## src/rtl/load_store_unit_if.sv

```systemverilog
// Memory-side bus of the load/store unit: request, direction, lane data and
// byte enables out; completion strobe and read word back.
interface load_store_unit_if;
  logic        bus_req;
  logic        bus_we;
  logic [31:0] bus_addr;
  logic [31:0] bus_wdata;
  logic [3:0]  bus_be;
  logic        bus_ack;
  logic [31:0] bus_rdata;

  modport master (
    output bus_req, bus_we, bus_addr, bus_wdata, bus_be,
    input  bus_ack, bus_rdata
  );

  modport slave (
    input  bus_req, bus_we, bus_addr, bus_wdata, bus_be,
    output bus_ack, bus_rdata
  );
endinterface

```

## src/rtl/load_store_unit.sv

```systemverilog
// RV32I load/store unit: validates a request, runs one word-aligned bus access
// with a 256-cycle timeout, and returns extended load data plus a fault code.
module load_store_unit (
  input  logic              clk,
  input  logic              reset_n,
  input  logic              start,
  input  logic              mem_read,
  input  logic              mem_write,
  input  logic [2:0]        funct3,
  input  logic [31:0]       addr,
  input  logic [31:0]       wdata,
  load_store_unit_if.master bus,
  output logic              busy,
  output logic              done,
  output logic [31:0]       rdata,
  output logic [1:0]        fault
);

  typedef enum logic [1:0] {IDLE, REQ, DONE} state_t;

  state_t      state;
  logic [7:0]  tcount;
  logic [2:0]  f3_q;
  logic [1:0]  off_q;

  logic        is_load;
  logic        is_store;
  logic        illegal;
  logic        misaligned;
  logic [3:0]  be_n;
  logic [31:0] wdata_n;
  logic [31:0] shifted;
  logic [31:0] ld_ext;

  // Request decode, evaluated against the live inputs at acceptance
  always_comb begin
    is_load    = mem_read & ~mem_write;
    is_store   = mem_write & ~mem_read;
    illegal    = ~(is_load | is_store)
               | (is_load  & ((funct3[1:0] == 2'b11) | (funct3 == 3'b110)))
               | (is_store & (funct3[2] | (funct3[1:0] == 2'b11)));
    misaligned = ((funct3[1:0] == 2'b01) & addr[0])
               | ((funct3[1:0] == 2'b10) & (addr[1:0] != 2'b00));
    case (funct3[1:0])
      2'b00: begin
        be_n    = 4'b0001 << addr[1:0];
        wdata_n = {4{wdata[7:0]}};
      end
      2'b01: begin
        be_n    = 4'b0011 << addr[1:0];
        wdata_n = {2{wdata[15:0]}};
      end
      default: begin
        be_n    = 4'b1111;
        wdata_n = wdata;
      end
    endcase
  end

  always_comb begin
    shifted = bus.bus_rdata >> {off_q, 3'b000};
    case (f3_q)
      3'b000:  ld_ext = {{24{shifted[7]}}, shifted[7:0]};
      3'b100:  ld_ext = {24'd0, shifted[7:0]};
      3'b001:  ld_ext = {{16{shifted[15]}}, shifted[15:0]};
      3'b101:  ld_ext = {16'd0, shifted[15:0]};
      default: ld_ext = shifted;
    endcase
  end

  always_ff @(posedge clk or negedge reset_n) begin
    if (!reset_n) begin
      state         <= IDLE;
      tcount        <= '0;
      f3_q          <= '0;
      off_q         <= '0;
      bus.bus_req   <= 1'b0;
      bus.bus_we    <= 1'b0;
      bus.bus_addr  <= '0;
      bus.bus_wdata <= '0;
      bus.bus_be    <= '0;
      busy          <= 1'b0;
      done          <= 1'b0;
      rdata         <= '0;
      fault         <= 2'b00;
    end else begin
      case (state)
        IDLE: begin
          if (start) begin
            busy <= 1'b1;
            if (illegal) begin
              state <= DONE;
              done  <= 1'b1;
              fault <= 2'b10;
            end else if (misaligned) begin
              state <= DONE;
              done  <= 1'b1;
              fault <= 2'b01;
            end else begin
              state         <= REQ;
              tcount        <= '0;
              f3_q          <= funct3;
              off_q         <= addr[1:0];
              bus.bus_req   <= 1'b1;
              bus.bus_we    <= is_store;
              bus.bus_addr  <= {addr[31:2], 2'b00};
              bus.bus_be    <= be_n;
              bus.bus_wdata <= wdata_n;
            end
          end
        end
        REQ: begin
          // An ack on the final counted cycle still wins over the timeout
          if (bus.bus_ack) begin
            state       <= DONE;
            done        <= 1'b1;
            fault       <= 2'b00;
            bus.bus_req <= 1'b0;
            if (!bus.bus_we) rdata <= ld_ext;
          end else if (tcount == 8'hFF) begin
            state       <= DONE;
            done        <= 1'b1;
            fault       <= 2'b11;
            bus.bus_req <= 1'b0;
          end else begin
            tcount <= tcount + 8'd1;
          end
        end
        DONE: begin
          state <= IDLE;
          done  <= 1'b0;
          busy  <= 1'b0;
        end
        default: state <= IDLE;
      endcase
    end
  end

endmodule

```

## src/flat_wrapper.sv

```systemverilog
// flat-port wrapper written by rule: the top's interface ports become plain ports
module load_store_unit_flat 
  (clk, reset_n, start, mem_read, mem_write, funct3, addr, wdata, busy, done, rdata, fault, bus_bus_req, bus_bus_we, bus_bus_addr, bus_bus_wdata, bus_bus_be, bus_bus_ack, bus_bus_rdata);
  load_store_unit_if bus_i ();
  input  logic clk;
  input  logic reset_n;
  input  logic start;
  input  logic mem_read;
  input  logic mem_write;
  input  logic [2:0] funct3;
  input  logic [31:0] addr;
  input  logic [31:0] wdata;
  output logic busy;
  output logic done;
  output logic [31:0] rdata;
  output logic [1:0] fault;
  output wire logic [$bits(bus_i.bus_req)-1:0] bus_bus_req;
  output wire logic [$bits(bus_i.bus_we)-1:0] bus_bus_we;
  output wire logic [$bits(bus_i.bus_addr)-1:0] bus_bus_addr;
  output wire logic [$bits(bus_i.bus_wdata)-1:0] bus_bus_wdata;
  output wire logic [$bits(bus_i.bus_be)-1:0] bus_bus_be;
  input wire logic [$bits(bus_i.bus_ack)-1:0] bus_bus_ack;
  input wire logic [$bits(bus_i.bus_rdata)-1:0] bus_bus_rdata;
  assign bus_bus_req = bus_i.bus_req;
  assign bus_bus_we = bus_i.bus_we;
  assign bus_bus_addr = bus_i.bus_addr;
  assign bus_bus_wdata = bus_i.bus_wdata;
  assign bus_bus_be = bus_i.bus_be;
  assign bus_i.bus_ack = bus_bus_ack;
  assign bus_i.bus_rdata = bus_bus_rdata;
  load_store_unit u_core (.clk(clk), .reset_n(reset_n), .start(start), .mem_read(mem_read), .mem_write(mem_write), .funct3(funct3), .addr(addr), .wdata(wdata), .bus(bus_i), .busy(busy), .done(done), .rdata(rdata), .fault(fault));
endmodule
```

## config.mk

```make
export PLATFORM = sky130hd
export DESIGN_NAME = load_store_unit_flat
export DESIGN_NICKNAME = d
export VERILOG_FILES = /design/src/rtl/load_store_unit_if.sv /design/src/rtl/load_store_unit.sv /design/src/flat_wrapper.sv
export SDC_FILE = /design/constraint.sdc
export NUM_CORES = 1
export LEC_CHECK = 0
export ABC_CLOCK_PERIOD_IN_PS = 4100
export CAP_MARGIN = 20
export CORE_MARGIN = 2
export CORE_UTILIZATION = 45
export CTS_CLUSTER_SIZE = 8
export DETAILED_ROUTE_END_ITERATION = 10
export HOLD_SLACK_MARGIN = 0.03
export PLACE_DENSITY = 0.89
export SLEW_MARGIN = 10
export SYNTH_ARGS = -nofsm -noshare
export SYNTH_HDL_FRONTEND = slang
export SYNTH_SLANG_ARGS = --single-unit
```

## constraint.sdc

```tcl
create_clock -name clk -period 4.1 [get_ports clk]
set_input_delay 0.82 -clock clk [delete_from_list [all_inputs] [get_ports clk]]
set_output_delay 0.82 -clock clk [all_outputs]
set_load 0.05 [all_outputs]
```

==> metrics.txt <==
# Max-Cap Violations=0; postcts setup bufs=0; fin cells=between 800 and 900; # placed instances=837; Hold-fix buffers, CTS=0; Least-Margin Pin Slew=0.9447 ns; hold path depth=1; Arr. time, crit path=3.03 ns; most common cell after layout, fill and taps aside=clkdlybuf4s50_1; status=completed; pre-CTS setup slack=0.9048 ns; CP endpoint kind=register; share of post-route cells with drive strength above 1=20.26%; crit path launch=funct3[1]; Fmax=roughly 0.37 GHz; port buffer count=about 210; vias per inst=5.326; GPL Wtd Cong=0.8519; TNS Setup=0 ns; Post-Layout Inst Area=~0.0085 mm^2; Endpoint, Worst Hold=u_core.bus.bus_req; top_reg_cell synth=dfrtp_1; CP Max Fanout=between 50 and 60; die area=0.01339 mm^2; worst skew pair latency=~0.42 ns; fillers=855; die height=115.7 um; Post-synth EDFFs=0; Max Transition Viols Final=0; Tmin final=2.737 ns; fin util=70.16%; FFs w/ async S/R, synth=100.0%; r2r worst-path depth=4; Mapped Cells=481; area of the multi-input gates=0.002449 mm^2; Initial Utilization=46.35%; max_slew headroom=37.02%; initial DRC count=around 350; DRC viols=0; Setup CP Type=input port to register; WL final=around 16,000 um; via count=4,628; Placeable Area=0.01211 mm^2; Clock transition at path regs=about 0.05 ns; HPWL after DPL=approximately 12,000 um; DRT Pass-1 Iters=4; Hold Crit Start=u_core.bus.bus_req; synth warn=0; Avg Cell Area, Syn=about 12 um^2; # IOs=between 200 and 250; Setup Viol. Count Final=0; unrepaired setup endpoints after global routing=false; first-pass GRT wire length=25,380 um; Rows=40; H-tree Lvls=4; wire per inst=18.17 um; CTS root buf=clkbuf_16; startpoint types=input port; PwrDens=roughly 820 mW/mm^2; Final Cycle Share=66.75%; register area=0.002978 mm^2; number of global-route vias before repair=5,027; Crit path required time=4.39 ns; TritonCTS Buffers=17; Reg-to-Reg End=u_core.rdata[28]; reg2reg start=u_core.state[0]; GRT overflow=0; maximum vdd drop=0.5103 mV; largest net degree at the start of global routing=76; Setup WS post-layout=around 1.4 ns; HP Class=register to register; synth top area cells=dfrtp_1 53%, mux2_2 19%, mux2i_1 4.8%; setup slack, reg-to-reg=1.89 ns; Post-CTS Resized=0; initial antenna violation count=0; post-synth top area cell=dfrtp_1; clk sinks=between 100 and 150; antenna-violating nets left=0; Final Hold Viols=0; dpl cell area=0.007849 mm^2; Die X=~120 um; ant diodes=0; CTS tree=yes; synthesized area=0.005614 mm^2; LEAKAGE=3.573 nW; Final #Nets=794; most frequent cells in the layout=207 x clkdlybuf4s50_1, 119 x dfrtp_1, 95 x mux2_2; skew final=0.009848 ns; FF+latch count, synth=119; Area growth syn-to-layout=51.35%; clock buffer depth=2; sequential fraction of the synthesis area=53.04%; post-synth top area share=53.04%; Distinct cells, synth=46; GRT Util Overall=between 20 and 25%
[worst max-delay path, stage by stage]
cell and delay [ns]:
clkdlybuf4s50_1 0.69, o21ai_0 0.19, o21ai_0 0.26, nor3_2 0.34
buf_12 0.32, mux2_2 0.38
[power breakdown]
part	internal, mW	switching (mW)
combinational	1.23	2.14
sequential	1.64	0.307
clock	1.12	0.516
total	3.99	2.96
[synth_stat cells (3+ instances only)]
master	count
a21oi_1	18
a221o_1	8
a31oi_1	3
buf_1	3
buf_2	4
buf_4	9
clkbuf_1	16
dfrtp_1	119
inv_1	10
mux2_2	95
mux2i_1	27
nand2_1	43
nand2b_1	3
nand3_1	18
nand3b_1	8
nor2_1	20
nor2b_1	5
nor3_1	4
o21ai_0	33
o21bai_1	3
or2_2	3
[how the worst max path moves through the flow]
| stage | end | depth (start not counted) |
|---|---|---|
| after floorplan | u_core.bus.bus_addr[10] | 7 |
| after detailed placement | u_core.bus.bus_addr[2] | 6 |
| after CTS | u_core.bus.bus_wdata[17] | 6 |
| after global placement | u_core.bus.bus_addr[21] | 6 |
| final | u_core.bus.bus_addr[2] | 6 |
| after global routing | u_core.tcount[2] | 5 |
[routing by layer]
layer,vias to the layer above,GRT usage (%),share of wire [%]
met4,0,9.683,1.9
met2,201,41.95,50
met1,2262,28.01,38
li1,2142,-,-
met3,23,10.04,9.9
met5,-,0,0
[through the flow]
step                      hold WS (ns)  total power, mW
after floorplan                 0.4787            4.109
after global placement          0.4633            5.238
after detailed placement        0.4752            5.323
after CTS                       0.4861            6.999
after global routing            0.4929            7.248
final                           0.4852            6.956
[flip-flops by register name, summed over array words and instances, names as in the netlist, 3 cells and up]
register / cells
u_core.bus.bus_be: 4
u_core.bus.bus_addr: 30
u_core.bus.bus_wdata: 32
u_core.tcount: 8
u_core.rdata: 32
u_core.f3_q: 3
[logic make-up (layout without fill, tap and decap cells)]
| family | Yosys count | count (layout) | synth area share (%) |
|---|---|---|---|
| AOI/OAI and AO/OA | 81 | 81 | 9.027 |
| adders and majority gates | 1 | 1 | 0.2228 |
| buffers and inverters | 42 | 261 | 3.499 |
| DFF | 119 | 119 | 53.04 |
| muxes | 123 | 123 | 24.27 |
| other | 1 | 2 | 0.06680 |
| and+or+nand+nor | 114 | 114 | 9.873 |
[final cells by class]
class                   count  area share, %
clock buffers              23          5.625
clock inverters             9          2.003
inverters                  10         0.4418
multi-input cells         321          28.82
flip-flops and latches    119          35.05
well taps                 168          2.474
repair buffers            219          25.59
(Power assumes the default switching activity.)
